[config.mk]
export PLATFORM = sky130hd
export DESIGN_NAME = pc_gen_btb
export DESIGN_NICKNAME = d
export VERILOG_FILES = /design/src/rtl/pc_gen_btb.sv
export SDC_FILE = /design/constraint.sdc
export NUM_CORES = 2
export LEC_CHECK = 0
export ABC_AREA = 1
export CAP_MARGIN = 20
export CORE_MARGIN = 10
export CORE_UTILIZATION = 58
export CTS_BUF_LIST = sky130_fd_sc_hd__clkbuf_4 sky130_fd_sc_hd__clkbuf_8
export DETAILED_ROUTE_END_ITERATION = 10
export PLACE_DENSITY = 0.91
export SETUP_SLACK_MARGIN = 0.3
export SKIP_LAST_GASP = 1
export SLEW_MARGIN = 20
export SYNTH_ARGS = -nofsm -noshare
export SYNTH_HDL_FRONTEND = slang
export SYNTH_SLANG_ARGS = --single-unit
export TNS_END_PERCENT = 100
[constraint.sdc]
create_clock -name clk -period 34.7 [get_ports clk]
set_input_delay 8.675 -clock clk [delete_from_list [all_inputs] [get_ports clk]]
set_output_delay 8.675 -clock clk [all_outputs]
set_load 0.02 [all_outputs]
[src/rtl/pc_gen_btb.sv]
// Fetch PC register with a direct-mapped BTB of 2-bit saturating counters.
// Next PC priority: redirect, stall hold, BTB prediction, sequential increment.

module pc_gen_btb_entry #(
    parameter int TAG_W = 26,
    parameter int WIDTH = 32
) (
    input  logic             clk,
    input  logic             reset,
    input  logic             we,
    input  logic [TAG_W-1:0] upd_tag,
    input  logic [WIDTH-1:0] upd_target,
    input  logic             upd_taken,
    output logic             valid,
    output logic [TAG_W-1:0] tag,
    output logic [WIDTH-1:0] target,
    output logic [1:0]       ctr
);
    logic hit;
    assign hit = valid && (tag == upd_tag);

    always_ff @(posedge clk or posedge reset) begin
        if (reset) begin
            valid  <= 1'b0;
            tag    <= '0;
            target <= '0;
            ctr    <= 2'b01;
        end else if (we) begin
            if (hit) begin
                if (upd_taken) begin
                    if (ctr != 2'b11) ctr <= ctr + 2'd1;
                    target <= upd_target;
                end else if (ctr != 2'b00) begin
                    ctr <= ctr - 2'd1;
                end
            end else if (upd_taken) begin
                // miss on a taken branch: replace whatever aliased here
                valid  <= 1'b1;
                tag    <= upd_tag;
                target <= upd_target;
                ctr    <= 2'b10;
            end
        end
    end
endmodule

module pc_gen_btb #(
    parameter int               WIDTH    = 32,
    parameter logic [WIDTH-1:0] RESET_PC = '0,
    parameter int               INC      = 4,
    parameter int               IDX_W    = 4,
    parameter int               IDX_LSB  = 2
) (
    input  logic             clk,
    input  logic             reset,
    input  logic             stall,
    input  logic             redirect_valid,
    input  logic [WIDTH-1:0] redirect_pc,
    input  logic             upd_valid,
    input  logic [WIDTH-1:0] upd_pc,
    input  logic [WIDTH-1:0] upd_target,
    input  logic             upd_taken,
    output logic [WIDTH-1:0] pc,
    output logic             pred_taken,
    output logic [WIDTH-1:0] pred_target
);
    localparam int ENTRIES = 1 << IDX_W;
    localparam int TAG_W   = WIDTH - IDX_LSB - IDX_W;

    logic [ENTRIES-1:0]            ent_valid;
    logic [ENTRIES-1:0][TAG_W-1:0] ent_tag;
    logic [ENTRIES-1:0][WIDTH-1:0] ent_target;
    logic [ENTRIES-1:0][1:0]       ent_ctr;

    logic [IDX_W-1:0] rd_idx, upd_idx;
    logic [TAG_W-1:0] rd_tag, upd_tag;
    logic             hit;
    logic [WIDTH-1:0] pc_nxt;

    assign rd_idx  = pc[IDX_LSB +: IDX_W];
    assign rd_tag  = pc[WIDTH-1 -: TAG_W];
    assign upd_idx = upd_pc[IDX_LSB +: IDX_W];
    assign upd_tag = upd_pc[WIDTH-1 -: TAG_W];

    generate
        if (IDX_LSB > 0) begin : g_unused
            logic unused_upd_lsb;
            assign unused_upd_lsb = ^upd_pc[IDX_LSB-1:0];
        end
    endgenerate

    genvar i;
    generate
        for (i = 0; i < ENTRIES; i++) begin : g_ent
            pc_gen_btb_entry #(.TAG_W(TAG_W), .WIDTH(WIDTH)) u_ent (
                .clk        (clk),
                .reset      (reset),
                .we         (upd_valid && (upd_idx == IDX_W'(i))),
                .upd_tag    (upd_tag),
                .upd_target (upd_target),
                .upd_taken  (upd_taken),
                .valid      (ent_valid[i]),
                .tag        (ent_tag[i]),
                .target     (ent_target[i]),
                .ctr        (ent_ctr[i])
            );
        end
    endgenerate

    // Reads see pre-edge contents, so a same-index update lands next cycle.
    assign hit         = ent_valid[rd_idx] && (ent_tag[rd_idx] == rd_tag);
    assign pred_taken  = hit && ent_ctr[rd_idx][1];
    assign pred_target = hit ? ent_target[rd_idx] : '0;

    always_comb begin
        pc_nxt = pc + WIDTH'(INC);
        if (redirect_valid)  pc_nxt = redirect_pc;
        else if (stall)      pc_nxt = pc;
        else if (pred_taken) pc_nxt = pred_target;
    end

    always_ff @(posedge clk or posedge reset) begin
        if (reset) pc <= RESET_PC;
        else       pc <= pc_nxt;
    end
endmodule

======== Word-level counts from Yosys, hierarchy flattened ========
Index checks and enable logic that the tools add are counted.
cells by class
  $add $sub $neg .......................... 33
  magnitude comparators ................... 1
  equal/unequal tests ..................... 65
  multiplexer cells ....................... 77
  bitwise logic cells ..................... 16
  reductions and logical operators ........ 131
operator list
  operator                                                    count
  == test 26 bit                                              17
  2-to-1 mux 32 bit                                           5
  2-to-1 mux 2 bit                                            66
  binary-select mux 32 bit (select 4 bit)                     1
  binary-select mux 26 bit (select 4 bit)                     1
  nonzero test 2 bit                                          48
  AND reduction 4 bit                                         16
  inequality test 3 bit, second input constant                16
  AND reduction 3 bit                                         16
  logical AND 1 bit                                           34
  adder 2 x 1 -> 2 bit, second input constant                 16
  adder 32 x 3 -> 32 bit, second input constant               1
  == test 4 bit, second input constant                        8
  inequality test 2 bit, second input constant                16
  AND reduction 2 bit                                         16
  subtractor 2 x 1 -> 2 bit, second input constant            16
  2-to-1 mux 26 bit                                           1
  == test 4 x 3 -> 1 bit, second input constant               4
  NOT 1 bit                                                   16
  binary-select mux 2 bit (select 4 bit)                      1
  == test 4 x 2 -> 1 bit, second input constant               2
  less-than comparator 4 x 5 -> 1 bit, second input constant  1
  binary-select mux 1 bit (select 4 bit)                      1
  == test 4 x 1 -> 1 bit, second input constant               1
  3 further kinds                                             3
word-level totals
  register bits after elaboration ......... 1008
  input bits .............................. 102
  output and inout bits ................... 65
  logic and storage cells ................. 388

======== Depth between registers and ports, before layout ========
  depth after elaboration ................. 8
  gate-level depth with buffers ........... 24
  gate-level depth less buffers ........... 21

======== Modules after synthesis ========
From an unflattened synthesis, not the netlist that was laid out.
unflattened totals
  cells, all modules ...................... 10036
  area total of the unflattened synthesis .. 64219.1 µm²
modules (own cells, without submodules)
  module            instances  cells each  area each (µm²)  seq. area each (µm²)
  pc_gen_btb_entry  16         461         3199.3           1527.7
  pc_gen_btb        1          2660        13030.0          800.8

======== Least setup slack after synthesis ========
OpenSTA, ideal clock, no wires.
  path kind ............................... reg-to-output
  from .................................... register pc[2]
  to ...................................... output port pred_target[18]
  arrival ................................. 2.596 ns
  data required time ...................... 26.025 ns
  slack ................................... 23.429 ns
  stages on the path, launching flop included .. 18
  buffers on the path ..................... 4
  path through ............................ dfrtp_1 -> buf_4 -> buf_6 -> buf_4 -> a21oi_1 -> o21ai_0 -> nand3_1 -> nand3_1 -> nand2_1 -> nand2_1 -> nand2_1 -> nand2_1 -> nor2_1 -> nand3_1 -> nor2_4 -> inv_2 -> clkbuf_1 -> nor3_1
between the ends
  cells in the longest elaborated chain, start to end .. 5
  elaborated cells between the ends (all ways) .. 9
  classes of those cells .................. eq/ne: 1; mux: 7; reduce/logical: 1
ends and longest elaborated chain
  item                                     RTL line  source
  from (decl)                              63        output logic [WIDTH-1:0] pc,
  from (signal assigned)                   124       else pc <= pc_nxt;
  binary-select mux 26 bit (select 4 bit)  111       assign hit = ent_valid[rd_idx] && (ent_tag[rd_idx] == rd_tag);
  2-to-1 mux 26 bit (implied by the code)  111
  == test 26 bit                           111
  logical AND 1 bit                        111
  2-to-1 mux 32 bit *                      113       assign pred_target = hit ? ent_target[rd_idx] : '0;
  to (decl)                                65        output logic [WIDTH-1:0] pred_target
Every way passes the cells marked *; elsewhere a longest branch is shown, timed or not. The select of a mux whose other input is x is not followed.

======== Worst setup path after layout ========
  from .................................... register pc[3]
  to ...................................... output port pred_target[31]
Same word-level chain as after synthesis.

==> reports/qor.csv <==
stage,metric,value,unit
pwr,pwr-share-seq,0.424,
detailed_routing,drc,0,
setup_path,cpPeakStageDelay,0.94,ns
sta,period_minus_slack,16.80,ns
sta,finalSetupTns,0,ns
detailed_routing,drtIter0Drc,8121,
layout,seqCellArea,25300,um2
setup_path,crit_path_max_fanout,124,
pwr,ir_drop,0.0000486,V
sta,rsz0062_at_grt,no,
setup_path,path_class,reg2out,
layout,multi_input_area,24500,um2
layout,final_common_cell,nand2_1,
clocking,clk_path_buf_depth,3,
setup_path,r2r-start,pc[3],
logic_synthesis,syn-cell-area,54900,um2
clocking,cts.repair.resized,0,
floorplan,core-area,93600,um2
setup_path,crit_buf_inv,7,
global_routing,grt_max_degree,234,
pwr,p_int,2360,uW
floorplan,rows,112,
global_routing,grtUsageMet1,0.418,
pwr,comb_power_share,0.269,
clocking,cts_tree,built,
setup_path,startpoint_type,flip-flop,
setup_path,critical-path-top-delay-family,buffers and inverters,
global_routing,grt.met3_usage,0.105,
logic_synthesis,synth_nets,7574,
clocking,htree_levels,4,
clocking,cts.sinks,1008,
setup_path,required,26.02,ns
detailed_routing,wl_per_cell,21.7,um
layout,fin_nets,7478,
layout,drive_above_1_share,0.0664,
hold_path,hold_end,g_ent[7].u_ent.valid,
sta,finalHoldViolCount,0,
pwr,p_leak,0.0285,uW
setup_path,cp_common_cell,nand2_1,
detailed_routing,totalWireLength,190000,um
layout,fillers,7495,
clocking,ctsHoldBuffers,0,
floorplan,die_x,328,um
sta,finalSetupViolCount,0,
clocking,post-cts-setup-buffers,0,
setup_path,arrival,8.12,ns
pwr,p_switching,1380,uW
global_routing,met2_usage,0.508,
logic_synthesis,syn_avg_cell_area,7.35,um2
placed_design,io_buffers,164,
layout,layout_common_cells,"nand2_1 (2121), o21ai_0 (1188), dfrtp_1 (989)",
detailed_routing,vias_per_cell,6.20,
detailed_routing,first_pass_iters,7,
hold_path,min-delay-start,g_ent[7].u_ent.valid,
setup_path,reg2reg_depth,20,
clocking,cts_made_buffers,167,
logic_synthesis,synth_edf_count,0,
run_status,status,finished clean,
pwr,pwr_density_cell,61.7,nW/um2
placed_design,preCtsSetupSlack,19.37,ns
clocking,path_clk_slew,0.07,ns
sta,fmax,59.5,MHz
logic_synthesis,synth-async-reset-ratio,1.00,
pwr,p_sw_frac,0.369,
setup_path,slowest_stage,buf_4,
logic_synthesis,yosys_register_bits,1008,
pwr,pwr-share-clk,0.307,
hold_path,hp-class,reg2reg,
sta,timing.final.crit_share,0.484,
floorplan,io_pins,167,
layout,syn_to_final_growth,10.2,%
setup_path,ff2ff_setup_slack,28.02,ns
global_routing,grt.total_usage,0.344,
floorplan,start_util,0.587,
logic_synthesis,ys_warn_count,0,
sta,drv_slew,0,
global_routing,grt-ovfl-total,0,
setup_path,timing.rr.end,pc[8],
floorplan,die_height,328,um
hold_path,whs_path_depth,2,
clocking,cts_root_buf,clkbuf_8,
sta,fin_skew,0.0480,ns
detailed_routing,via_count,54300,
run,cap_viol_max_count,0,
sta,tightest_slew,1.20,ns
global_routing,top_usage_layer,met2,
placed_design,dpl.hpwl,119000,um
sta,timing.slew.headroom,0.195,
placed_design,routabilityCongestion,0.971,
logic_synthesis,synthCells,7471,
floorplan,dieArea,107000,um2
sta,worst_slack,17.90,ns
detailed_routing,ant_nets,0,
logic_synthesis,synth_ff_type,dfrtp_1,
setup_path,worstPathCellList,"inv_8, buf_4, buf_4, o211ai_1, nand2_1, nand2_1, nand2_1, inv_2, nand2_1, nand2_1, nand2_1, nand2_1, nor2_1, nand3_1, nor2_4, inv_2, buf_4, nor3_1, clkdlybuf4s50_1",
global_routing,grt_pass1_vias,51900,
logic_synthesis,ys_seq_area_frac,0.460,
clocking,insertion_delay,0.91,ns
global_routing,antenna_found_initial,14,
logic_synthesis,synth.distinct_cells,53,
setup_path,worstSetupEndpointType,output pin,
global_routing,grt_pass1_wl,292000,um
## worst max path at each step
stage,to,slack [ns],depth (start not counted),from
floorplan,g_ent[0].u_ent.ctr[1],12.15,1,reset
global placement,pred_target[31],19.36,19,pc[3]
detailed placement,pred_target[31],19.37,19,pc[3]
CTS,pred_target[31],18.40,19,pc[3]
global route,pred_target[31],17.78,19,pc[3]
finish,pred_target[31],17.90,19,pc[3]
## power groups by stage
stage / clock network (uW) / registers [uW] / logic [uW]
after floorplan: 0 / 1550 / 678
after global placement: 0 / 1580 / 919
after detailed placement: 0 / 1590 / 955
after CTS: 1140 / 1570 / 966
after global routing: 1200 / 1600 / 1100
final: 1150 / 1580 / 1010
## sequential cells by signal (all words and copies together) (netlist names)
register / flops
g_ent.u_ent.ctr: 32
g_ent.u_ent.tag: 416
g_ent.u_ent.target: 512
g_ent.u_ent.valid: 16
pc: 32
## worst register-to-register path, stage by stage, from the launching register on
cell and delay (ns):
dfrtp_4 0.76, inv_8 0.68, buf_4 0.90, buf_4 0.95, o211ai_1 0.21, nand2_1 0.15, nand2_1 0.06, nand2_1 0.46
inv_2 0.10, nand2_1 0.10, nand2_1 0.06, nand2_1 0.06, nand2_1 0.05, nor2_1 0.13, nand3_1 0.15, nor2_4 0.60
nand2_2 0.59, nand3_1 0.22, nand3_1 0.21, nand2_1 0.11, inv_1 0.04
## layer usage
| metal | vias up | routed length, um |
|---|---|---|
| met2 | 3985 | 80900 |
| li1 | 24000 | - |
| met5 | - | 77 |
| met1 | 25300 | 66100 |
| met3 | 966 | 26000 |
| met4 | 12 | 17100 |
## synthesized netlist by cell type (all sizes together) (29+ instances only)
master / number / area [um2]
nor4: 39 / 250
nand2: 2126 / 7990
dfrtp: 992 / 24800
clkbuf: 315 / 1180
xor2: 152 / 1330
inv: 805 / 3020
nor2: 394 / 1500
nor3: 79 / 405
o21ai: 1194 / 5980
xnor2: 42 / 368
nand3: 362 / 1820
nand4: 86 / 538
a21oi: 315 / 1580
o22ai: 45 / 282
a22oi: 29 / 218
buf: 210 / 1120
o211ai: 74 / 556
## cell families after synthesis
family          synth area share
simple gates               0.233
buf+inv                   0.0975
flops                      0.460
fa+ha+maj               0.000228
xor+xnor                  0.0309
compound gates             0.178
mux                     0.000729
## per-stage QoR
step	total power, uW	area (um2)	util	hold WS (ns)	instances
after floorplan	2230	54900	-	0.434	7471
after CTS	3690	60400	0.645	0.475	8748
after detailed placement	2550	56700	0.606	0.461	8453
after global placement	2500	56700	0.606	0.457	8453
after global routing	3900	60500	0.646	0.500	8760
final	3730	60500	0.646	0.481	8761
## area by class of cell
cell class,count,share of cell area
tap,1254,0.0259
clock buffer,267,0.0546
clock inverter,28,0.00550
inverter,813,0.0508
multi-input combinational,5125,0.404
sequential,1008,0.417
antenna,6,0.000248
timing repair buffer,260,0.0412
(Power assumes the default switching activity.)
